**src/rtl/time_set_controller_pkg.sv**
```systemverilog
// Shared encodings, field limits and timing helpers for the time/alarm setting path.
// Pure definitions: no latency, no flow control.
package time_set_controller_pkg;

    localparam int STATE_W = 3;
    localparam int HOUR_W  = 5;
    localparam int MIN_W   = 6;
    localparam int FIELD_W = 6;

    typedef enum logic [STATE_W-1:0] {
        ST_RUN    = 3'd0,
        ST_T_HOUR = 3'd1,
        ST_T_MIN  = 3'd2,
        ST_A_HOUR = 3'd3,
        ST_A_MIN  = 3'd4
    } edit_state_e;

    localparam logic [HOUR_W-1:0] HOUR_MAX = 5'd23;
    localparam logic [MIN_W-1:0]  MIN_MAX  = 6'd59;

    function automatic longint ms_to_cycles(input longint clk_hz, input longint ms);
        return (clk_hz * ms) / 64'sd1000;
    endfunction

    // Modular +/-1 over 0..max; out-of-range values snap back into range.
    function automatic logic [FIELD_W-1:0] wrap_step(input logic [FIELD_W-1:0] val,
                                                     input logic [FIELD_W-1:0] max,
                                                     input logic               up);
        if (up)
            return (val >= max) ? '0 : val + FIELD_W'(1);
        return (val == '0 || val > max) ? max : val - FIELD_W'(1);
    endfunction

endpackage

```
**src/rtl/time_set_controller_if.sv**
```systemverilog
// Button, live-time and set/alarm signals between the operator logic and the clock datapath.
// Wires only: no latency, no flow control.
interface time_set_controller_if;
    import time_set_controller_pkg::*;

    logic                btn_mode;
    logic                btn_inc;
    logic                btn_dec;
    logic [HOUR_W-1:0]   cur_hour;
    logic [MIN_W-1:0]    cur_min;
    logic                set_time_vld;
    logic [HOUR_W-1:0]   set_hour;
    logic [MIN_W-1:0]    set_min;
    logic [HOUR_W-1:0]   alarm_hour;
    logic [MIN_W-1:0]    alarm_min;
    logic [STATE_W-1:0]  edit_state;

    modport master (
        input  btn_mode, btn_inc, btn_dec, cur_hour, cur_min,
        output set_time_vld, set_hour, set_min, alarm_hour, alarm_min, edit_state
    );

    modport slave (
        output btn_mode, btn_inc, btn_dec, cur_hour, cur_min,
        input  set_time_vld, set_hour, set_min, alarm_hour, alarm_min, edit_state
    );

endinterface

```
**src/rtl/time_set_controller_button_debounce.sv**
```systemverilog
// Button conditioner: 2-FF sync, debounce, one-cycle press on the accepted rising level, optional auto-repeat.
// Latency: 2 sync + DB_CYC cycles to press; no backpressure, presses are fire-and-forget pulses.
module button_debounce #(
    parameter longint DB_CYC        = 64'sd4,
    parameter longint RPT_START_CYC = 64'sd20,
    parameter longint RPT_CYC       = 64'sd5,
    parameter bit     RPT_EN        = 1'b0
) (
    input  logic clk,
    input  logic reset,
    input  logic i_btn,
    output logic o_press
);

    localparam int DB_W  = $clog2(DB_CYC + 64'sd1);
    localparam int RPT_W = $clog2(RPT_START_CYC + RPT_CYC + 64'sd1);
    localparam logic [DB_W-1:0]  DB_LAST   = DB_W'(DB_CYC - 64'sd1);
    localparam logic [RPT_W-1:0] RPT_FIRST = RPT_W'(RPT_START_CYC - 64'sd1);
    localparam logic [RPT_W-1:0] RPT_NEXT  = RPT_W'(RPT_CYC - 64'sd1);

    logic             r_sync1;
    logic             r_sync2;
    logic             r_level;
    logic             r_press;
    logic             r_rpt_on;
    logic [DB_W-1:0]  r_db_cnt;
    logic [RPT_W-1:0] r_rpt_cnt;
    logic             w_flip;

    assign w_flip  = (r_sync2 != r_level) && (r_db_cnt == DB_LAST);
    assign o_press = r_press;

    always_ff @(posedge clk or negedge reset) begin
        if (!reset) begin
            r_sync1  <= 1'b0;
            r_sync2  <= 1'b0;
            r_level  <= 1'b0;
            r_db_cnt <= '0;
        end else begin
            r_sync1 <= i_btn;
            r_sync2 <= r_sync1;
            if (r_sync2 == r_level) begin
                r_db_cnt <= '0;
            end else if (w_flip) begin
                r_db_cnt <= '0;
                r_level  <= r_sync2;
            end else begin
                r_db_cnt <= r_db_cnt + DB_W'(1);
            end
        end
    end

    // Repeat timer runs only while the accepted level stays high; a level change restarts it.
    always_ff @(posedge clk or negedge reset) begin
        if (!reset) begin
            r_press   <= 1'b0;
            r_rpt_on  <= 1'b0;
            r_rpt_cnt <= '0;
        end else begin
            r_press <= 1'b0;
            if (w_flip) begin
                r_press   <= r_sync2;
                r_rpt_on  <= 1'b0;
                r_rpt_cnt <= '0;
            end else if (RPT_EN && r_level) begin
                if (!r_rpt_on && r_rpt_cnt == RPT_FIRST) begin
                    r_press   <= 1'b1;
                    r_rpt_on  <= 1'b1;
                    r_rpt_cnt <= '0;
                end else if (r_rpt_on && r_rpt_cnt == RPT_NEXT) begin
                    r_press   <= 1'b1;
                    r_rpt_cnt <= '0;
                end else begin
                    r_rpt_cnt <= r_rpt_cnt + RPT_W'(1);
                end
            end else begin
                r_rpt_on  <= 1'b0;
                r_rpt_cnt <= '0;
            end
        end
    end

endmodule

```
**src/rtl/time_set_controller.sv**
```systemverilog
// Operator edit FSM for time and alarm: debounced buttons step hour/minute fields, strobe time loads, hold alarm.
// Latency: press -> state/field 1 cycle, set_time_vld combinational on the commit cycle; no backpressure.
module time_set_controller
    import time_set_controller_pkg::*;
#(
    parameter longint            CLK_HZ          = 64'sd100_000_000,
    parameter longint            DEBOUNCE_MS     = 64'sd20,
    parameter longint            REPEAT_START_MS = 64'sd500,
    parameter longint            REPEAT_MS       = 64'sd150,
    parameter longint            TIMEOUT_S       = 64'sd30,
    parameter logic [HOUR_W-1:0] ALARM_H_RST     = 5'd14,
    parameter logic [MIN_W-1:0]  ALARM_M_RST     = 6'd8
) (
    input  logic                  clk,
    input  logic                  reset,
    time_set_controller_if.master bus
);

    localparam longint DB_CYC = ms_to_cycles(CLK_HZ, DEBOUNCE_MS);
    localparam longint RS_CYC = ms_to_cycles(CLK_HZ, REPEAT_START_MS);
    localparam longint RP_CYC = ms_to_cycles(CLK_HZ, REPEAT_MS);
    localparam longint TO_CYC = ms_to_cycles(CLK_HZ, TIMEOUT_S * 64'sd1000);
    localparam int     TO_W   = $clog2(TO_CYC + 64'sd1);
    localparam logic [TO_W-1:0] TO_LAST = TO_W'(TO_CYC - 64'sd1);

    edit_state_e       r_state;
    edit_state_e       w_state_nxt;
    logic [HOUR_W-1:0] r_set_hour;
    logic [HOUR_W-1:0] w_set_hour_nxt;
    logic [MIN_W-1:0]  r_set_min;
    logic [MIN_W-1:0]  w_set_min_nxt;
    logic [HOUR_W-1:0] r_alarm_hour;
    logic [HOUR_W-1:0] w_alarm_hour_nxt;
    logic [MIN_W-1:0]  r_alarm_min;
    logic [MIN_W-1:0]  w_alarm_min_nxt;
    logic [TO_W-1:0]   r_idle;
    logic              w_mode;
    logic              w_inc;
    logic              w_dec;
    logic              w_any;
    logic              w_up;
    logic              w_dn;
    logic              w_timeout;
    logic              w_set_vld;

    button_debounce #(.DB_CYC(DB_CYC), .RPT_START_CYC(RS_CYC), .RPT_CYC(RP_CYC), .RPT_EN(1'b0))
        u_db_mode (.clk(clk), .reset(reset), .i_btn(bus.btn_mode), .o_press(w_mode));
    button_debounce #(.DB_CYC(DB_CYC), .RPT_START_CYC(RS_CYC), .RPT_CYC(RP_CYC), .RPT_EN(1'b1))
        u_db_inc  (.clk(clk), .reset(reset), .i_btn(bus.btn_inc),  .o_press(w_inc));
    button_debounce #(.DB_CYC(DB_CYC), .RPT_START_CYC(RS_CYC), .RPT_CYC(RP_CYC), .RPT_EN(1'b1))
        u_db_dec  (.clk(clk), .reset(reset), .i_btn(bus.btn_dec),  .o_press(w_dec));

    // Mode outranks the steppers; opposing steps in the same cycle cancel.
    assign w_any     = w_mode | w_inc | w_dec;
    assign w_up      = w_inc & ~w_dec & ~w_mode;
    assign w_dn      = w_dec & ~w_inc & ~w_mode;
    assign w_timeout = (r_state != ST_RUN) && !w_any && (r_idle == TO_LAST);

    always_comb begin
        w_state_nxt      = r_state;
        w_set_hour_nxt   = r_set_hour;
        w_set_min_nxt    = r_set_min;
        w_alarm_hour_nxt = r_alarm_hour;
        w_alarm_min_nxt  = r_alarm_min;
        w_set_vld        = 1'b0;
        if (w_timeout) begin
            w_state_nxt = ST_RUN;
        end else if (w_mode) begin
            case (r_state)
                ST_RUN: begin
                    w_state_nxt    = ST_T_HOUR;
                    w_set_hour_nxt = bus.cur_hour;
                    w_set_min_nxt  = bus.cur_min;
                end
                ST_T_HOUR: w_state_nxt = ST_T_MIN;
                ST_T_MIN: begin
                    // Strobe while set_hour/set_min still show the edited time.
                    w_state_nxt    = ST_A_HOUR;
                    w_set_vld      = 1'b1;
                    w_set_hour_nxt = r_alarm_hour;
                    w_set_min_nxt  = r_alarm_min;
                end
                ST_A_HOUR: w_state_nxt = ST_A_MIN;
                ST_A_MIN: begin
                    w_state_nxt      = ST_RUN;
                    w_alarm_hour_nxt = r_set_hour;
                    w_alarm_min_nxt  = r_set_min;
                end
                default: w_state_nxt = ST_RUN;
            endcase
        end else if (w_up || w_dn) begin
            case (r_state)
                ST_T_HOUR, ST_A_HOUR:
                    w_set_hour_nxt = HOUR_W'(wrap_step(FIELD_W'(r_set_hour), FIELD_W'(HOUR_MAX), w_up));
                ST_T_MIN, ST_A_MIN:
                    w_set_min_nxt = MIN_W'(wrap_step(FIELD_W'(r_set_min), FIELD_W'(MIN_MAX), w_up));
                default: ;
            endcase
        end
    end

    always_ff @(posedge clk or negedge reset) begin
        if (!reset) begin
            r_state      <= ST_RUN;
            r_set_hour   <= '0;
            r_set_min    <= '0;
            r_alarm_hour <= ALARM_H_RST;
            r_alarm_min  <= ALARM_M_RST;
            r_idle       <= '0;
        end else begin
            r_state      <= w_state_nxt;
            r_set_hour   <= w_set_hour_nxt;
            r_set_min    <= w_set_min_nxt;
            r_alarm_hour <= w_alarm_hour_nxt;
            r_alarm_min  <= w_alarm_min_nxt;
            if (r_state == ST_RUN || w_any || w_timeout)
                r_idle <= '0;
            else
                r_idle <= r_idle + TO_W'(1);
        end
    end

    assign bus.set_time_vld = w_set_vld;
    assign bus.set_hour     = r_set_hour;
    assign bus.set_min      = r_set_min;
    assign bus.alarm_hour   = r_alarm_hour;
    assign bus.alarm_min    = r_alarm_min;
    assign bus.edit_state   = r_state;

endmodule

```
**src/flat_wrapper.sv**
```systemverilog
// flat-port wrapper written by rule: the top's interface ports become plain ports
module time_set_controller_flat import time_set_controller_pkg::*;
#(
    parameter longint            CLK_HZ          = 64'sd100_000_000,
    parameter longint            DEBOUNCE_MS     = 64'sd20,
    parameter longint            REPEAT_START_MS = 64'sd500,
    parameter longint            REPEAT_MS       = 64'sd150,
    parameter longint            TIMEOUT_S       = 64'sd30,
    parameter logic [HOUR_W-1:0] ALARM_H_RST     = 5'd14,
    parameter logic [MIN_W-1:0]  ALARM_M_RST     = 6'd8
)
  (clk, reset, bus_btn_mode, bus_btn_inc, bus_btn_dec, bus_cur_hour, bus_cur_min, bus_set_time_vld, bus_set_hour, bus_set_min, bus_alarm_hour, bus_alarm_min, bus_edit_state);
  time_set_controller_if bus_i ();
  input  logic clk;
  input  logic reset;
  input wire logic [$bits(bus_i.btn_mode)-1:0] bus_btn_mode;
  input wire logic [$bits(bus_i.btn_inc)-1:0] bus_btn_inc;
  input wire logic [$bits(bus_i.btn_dec)-1:0] bus_btn_dec;
  input wire logic [$bits(bus_i.cur_hour)-1:0] bus_cur_hour;
  input wire logic [$bits(bus_i.cur_min)-1:0] bus_cur_min;
  output wire logic [$bits(bus_i.set_time_vld)-1:0] bus_set_time_vld;
  output wire logic [$bits(bus_i.set_hour)-1:0] bus_set_hour;
  output wire logic [$bits(bus_i.set_min)-1:0] bus_set_min;
  output wire logic [$bits(bus_i.alarm_hour)-1:0] bus_alarm_hour;
  output wire logic [$bits(bus_i.alarm_min)-1:0] bus_alarm_min;
  output wire logic [$bits(bus_i.edit_state)-1:0] bus_edit_state;
  assign bus_i.btn_mode = bus_btn_mode;
  assign bus_i.btn_inc = bus_btn_inc;
  assign bus_i.btn_dec = bus_btn_dec;
  assign bus_i.cur_hour = bus_cur_hour;
  assign bus_i.cur_min = bus_cur_min;
  assign bus_set_time_vld = bus_i.set_time_vld;
  assign bus_set_hour = bus_i.set_hour;
  assign bus_set_min = bus_i.set_min;
  assign bus_alarm_hour = bus_i.alarm_hour;
  assign bus_alarm_min = bus_i.alarm_min;
  assign bus_edit_state = bus_i.edit_state;
  time_set_controller #(.CLK_HZ(CLK_HZ), .DEBOUNCE_MS(DEBOUNCE_MS), .REPEAT_START_MS(REPEAT_START_MS), .REPEAT_MS(REPEAT_MS), .TIMEOUT_S(TIMEOUT_S), .ALARM_H_RST(ALARM_H_RST), .ALARM_M_RST(ALARM_M_RST)) u_core (.clk(clk), .reset(reset), .bus(bus_i));
endmodule
```
**config.mk**
```make
export PLATFORM = sky130hd
export DESIGN_NAME = time_set_controller_flat
export DESIGN_NICKNAME = d
export VERILOG_FILES = /design/src/rtl/time_set_controller_pkg.sv /design/src/rtl/time_set_controller_if.sv /design/src/rtl/time_set_controller_button_debounce.sv /design/src/rtl/time_set_controller.sv /design/src/flat_wrapper.sv
export SDC_FILE = /design/constraint.sdc
export NUM_CORES = 1
export LEC_CHECK = 0
export CORE_MARGIN = 3
export CORE_UTILIZATION = 30
export CTS_CLUSTER_DIAMETER = 120
export DETAILED_ROUTE_END_ITERATION = 7
export SLEW_MARGIN = 20
export SYNTH_ARGS = -nofsm -noshare
export SYNTH_HDL_FRONTEND = slang
export SYNTH_SLANG_ARGS = --single-unit
export TNS_END_PERCENT = 100
```
**constraint.sdc**
```tcl
create_clock -name clk -period 4.74 [get_ports clk]
set_clock_uncertainty 0.15 [all_clocks]
set_input_delay 0.948 -clock clk [delete_from_list [all_inputs] [get_ports clk]]
set_output_delay 0.948 -clock clk [all_outputs]
set_load 0.1 [all_outputs]
```
==> key figures <==
CTS
  – Buffers inserted by post-CTS timing repair: 0
  – Quantity of hold-fixing buffers added after cts: 0
  – CTS Buf Count: 17
  – Clock tree from TritonCTS: done
  – Longest Clk Path Bufs: 2
  – Post-CTS sizing: 0
  – Clk slew on worst S/H paths: 0.08 ns
  – Root cell of the clock tree: sky130_fd_sc_hd__clkbuf_16
  – Number of H-tree branching levels: 4
  – Clock insertion delay at the later pin of the skew report: 0.43 ns
  – Total number of clock tree sinks: 186

Drt
  – Total number of vias: 6955
  – Remaining number of nets flagged by the antenna check after routing: 0
  – Number of DRC violations after detailed routing: 0
  – Routed length per placed instance: 13.3 um
  – Violation count after the first detailed-routing iteration: 319
  – Final wirelength: 19.0 mm
  – Via/cell ratio: 4.88
  – Router iterations before antenna repair: 5

Setup path
  – Critical Path RT: 3.64 ns
  – Launching instance or port of the critical path: u_core.bus.set_min[2]
  – Buffers and inverters on the worst path: 1
  – Launching element type of the critical path: register
  – Startpoint of the worst-slack reg-to-reg timing path: u_core.u_db_dec.r_rpt_cnt[7]
  – Register-to-register path setup slack: 2.07 ns
  – Worst-path maximum fanout: 13
  – Cells along the critical path: clkdlybuf4s50_1
  – Biggest cell delay along the critical path: 1.21 ns
  – Element type at the critical path end: output port
  – Standard cell with the maximum stage delay on the critical path: sky130_fd_sc_hd__clkdlybuf4s50_1
  – WS Path Type: register to output port
  – Worst endpoint data arrival time: 2.20 ns
  – Largest delay contributor family on the critical path: buffers and inverters

STA
  – Post-route setup TNS: 0 ns
  – Relative slew margins: 0.285
  – Minimum setup slack in the final design: 1.44 ns
  – Clock period minus final worst setup slack: 3.30 ns
  – Number of endpoints with negative hold slack in the final report: 0
  – Slew at the pin closest to its max-slew limit: 1.06 ns
  – Timing-limited maximum frequency: 303 MHz
  – Final setup violating endpoints: 0
  – Number of slew-limit violations in the final report: 0
  – Tcrit/Tclk final: 0.696
  – RSZ-0062 raised after global routing: false

Place
  – Detail Placement HPWL: 12.8 mm
  – Routability-driven placement congestion ratio: 0.799
  – Number of I/O port buffers: 41
  – Post-Place Cell Area: 10300 um^2
  – Setup slack after placement: 1.88 ns

Synth
  – Synth async-reset ratio: 1.00
  – Nets in the synthesized netlist: 1012
  – Post-synthesis instance total: 983
  – Number of synthesized flops with an enable pin: 0
  – Fraction of the yosys area taken by sequential cells: 0.489
  – Most used flip-flop cell after synthesis: sky130_fd_sc_hd__dfrtp_1
  – Cell Area, Synth: 9540 um^2
  – Synth unique cells: 66
  – Flip-flop and latch count after synthesis: 186
  – Count of warnings emitted by yosys: 0
  – Synth Area per Inst: 9.70 um^2

Cells and area
  – Area added between synthesis and finish: 14.4%
  – Total number of nets in the final design: 1044
  – Number of inserted diodes: 0
  – Share of post-route cells with drive strength above 1: 0.0720
  – Final Instance Area: 10900 um^2

Floorplanning
  – Number of top-level pins: 42
  – Effective utilization at floorplan: 0.308
  – Placement Rows: 64
  – Die outline area: 34000 um^2
  – Die X-Extent: 184 um
  – Core ar.: 31000 um^2
  – DIE HEIGHT: 184 um

GRT
  – Total Routing Usage GR: 0.117
  – Initial antenna violation count: 0
  – Number of global-route vias before repair: 6885
  – Maximum number of pins on one net before global-route repair: 95
  – First-pass GRT wire length: 33.1 mm
  – Total congestion overflow: 0

Power and ir drop
  – Areal power density over the cells: 285 nW/um^2
  – Leakage component of the power: 4.32 nW
  – Largest voltage drop on the vdd net: 0.000242 V

Min path
  – Hold Crit Class: register to register
  – Origin of the worst min-delay path: u_core.u_db_mode.r_sync1

Status
  – Status: finished clean

Flow run
  – Max-cap violations: 0
[per-layer routing]
metal | wire length [um] | share of wire | vias up | global-route usage
li1 | - | - | 3477 | -
met1 | 9570 | 0.50 | 3363 | 0.164
met2 | 8600 | 0.45 | 102 | 0.184
met3 | 649 | 0.034 | 13 | 0.0257
met4 | 133 | 0.0070 | 0 | 0.0293
met5 | 0 | 0 | - | 0
[sequential cells by signal, summed over array words and instances (netlist names), 3 cells and up]
name	flops
u_core.bus.alarm_hour	5
u_core.bus.alarm_min	6
u_core.bus.edit_state	3
u_core.bus.set_hour	5
u_core.bus.set_min	6
u_core.r_idle	32
u_core.u_db_dec.r_db_cnt	21
u_core.u_db_dec.r_rpt_cnt	26
u_core.u_db_inc.r_db_cnt	21
u_core.u_db_inc.r_rpt_cnt	26
u_core.u_db_mode.r_db_cnt	21
[cell usage in the layout (no fill, tap or decap), drive strengths merged, types with 5 or more instances in the layout]
cell,Yosys,layout
a21oi,12,12
and2,8,8
and3,18,18
and4,13,13
buf,12,6
clkbuf,21,19
clkdlybuf4s50,0,39
dfrtp,182,182
ha,13,13
inv,24,30
mux2,16,16
mux2i,9,9
nand2,62,62
nand3,65,65
nand3b,5,5
nand4,47,47
nor2,186,186
nor3,29,29
nor4,20,20
nor4b,7,7
o21ai,11,11
or2,10,10
xnor2,48,48
xor2,97,97
[Yosys cell counts (all sizes together), types with 4 or more instances]
| master | instances | share of area |
|---|---|---|
| and2 | 8 | 0.0052 |
| nor3b | 4 | 0.0031 |
| xor2 | 97 | 0.089 |
| nand2 | 62 | 0.024 |
| nor2 | 186 | 0.073 |
| o22ai | 4 | 0.0026 |
| o21ai | 11 | 0.0058 |
| nor4 | 20 | 0.014 |
| ha | 13 | 0.017 |
| mux2 | 16 | 0.019 |
| nand3 | 65 | 0.035 |
| inv | 24 | 0.0094 |
| and4 | 13 | 0.012 |
| nand2b | 4 | 0.0026 |
| xnor2 | 48 | 0.044 |
| clkbuf | 21 | 0.0083 |
| a21oi | 12 | 0.0063 |
| or2 | 10 | 0.0066 |
| nor2b | 4 | 0.0026 |
| nor3 | 29 | 0.015 |
| nand4 | 47 | 0.031 |
| a31oi | 4 | 0.0026 |
| mux2i | 9 | 0.0094 |
| dfstp | 4 | 0.011 |
| nor4b | 7 | 0.0064 |
| and3 | 18 | 0.012 |
| nand3b | 5 | 0.0039 |
| buf | 12 | 0.011 |
| dfrtp | 182 | 0.48 |
[cell families (layout without fill, tap and decap cells)]
kind of cell	count (synthesis)	in the layout	share of synthesized area
flops	186	186	0.489
simple gates	497	497	0.260
xor+xnor	145	145	0.133
fa+ha+maj	13	13	0.0171
compound gates	60	60	0.0443
buf+inv	57	102	0.0287
mux	25	25	0.0283
[power breakdown]
part | switching (mW) | leakage [nW] | internal, mW
combinational | 0.0493 | 1.52 | 0.0230
sequential | 0.00838 | 2.52 | 1.59
clock | 0.668 | 0.280 | 0.762
[through the flow]
stage | power, mW | instances | hold slack [ns] | utilization
final | 3.11 | 1424 | 0.198 | 0.352
after detailed placement | 1.71 | 1392 | 0.185 | 0.333
after floorplan | 1.66 | 983 | 0.181 | -
after CTS | 3.16 | 1424 | 0.196 | 0.352
after global placement | 1.71 | 1392 | 0.185 | 0.333
after global routing | 3.24 | 1424 | 0.209 | 0.352
[cell type report]
class	instances	area, um^2
Fill cell	3080	20100
Sequential cell	186	4660
Multi-Input combinational cell	740	4610
Tap cell	396	495
Timing Repair Buffer	46	462
Clock buffer	18	439
Clock inverter	14	156
Inverter	24	90.1
[final timing paths]
kind	end	cells past startpoint
max	bus_set_min[2]	1
min	u_core.u_db_mode.r_sync2	0
max reg2reg	u_core.u_db_dec.r_rpt_cnt[25]	5
min reg2reg	u_core.u_db_mode.r_sync2	0
max in group asynchronous	u_core.u_db_inc.r_db_cnt[5]	2
min in group asynchronous	u_core.u_db_dec.r_db_cnt[13]	1
No activity file was read; power rests on OpenSTA's default activity.
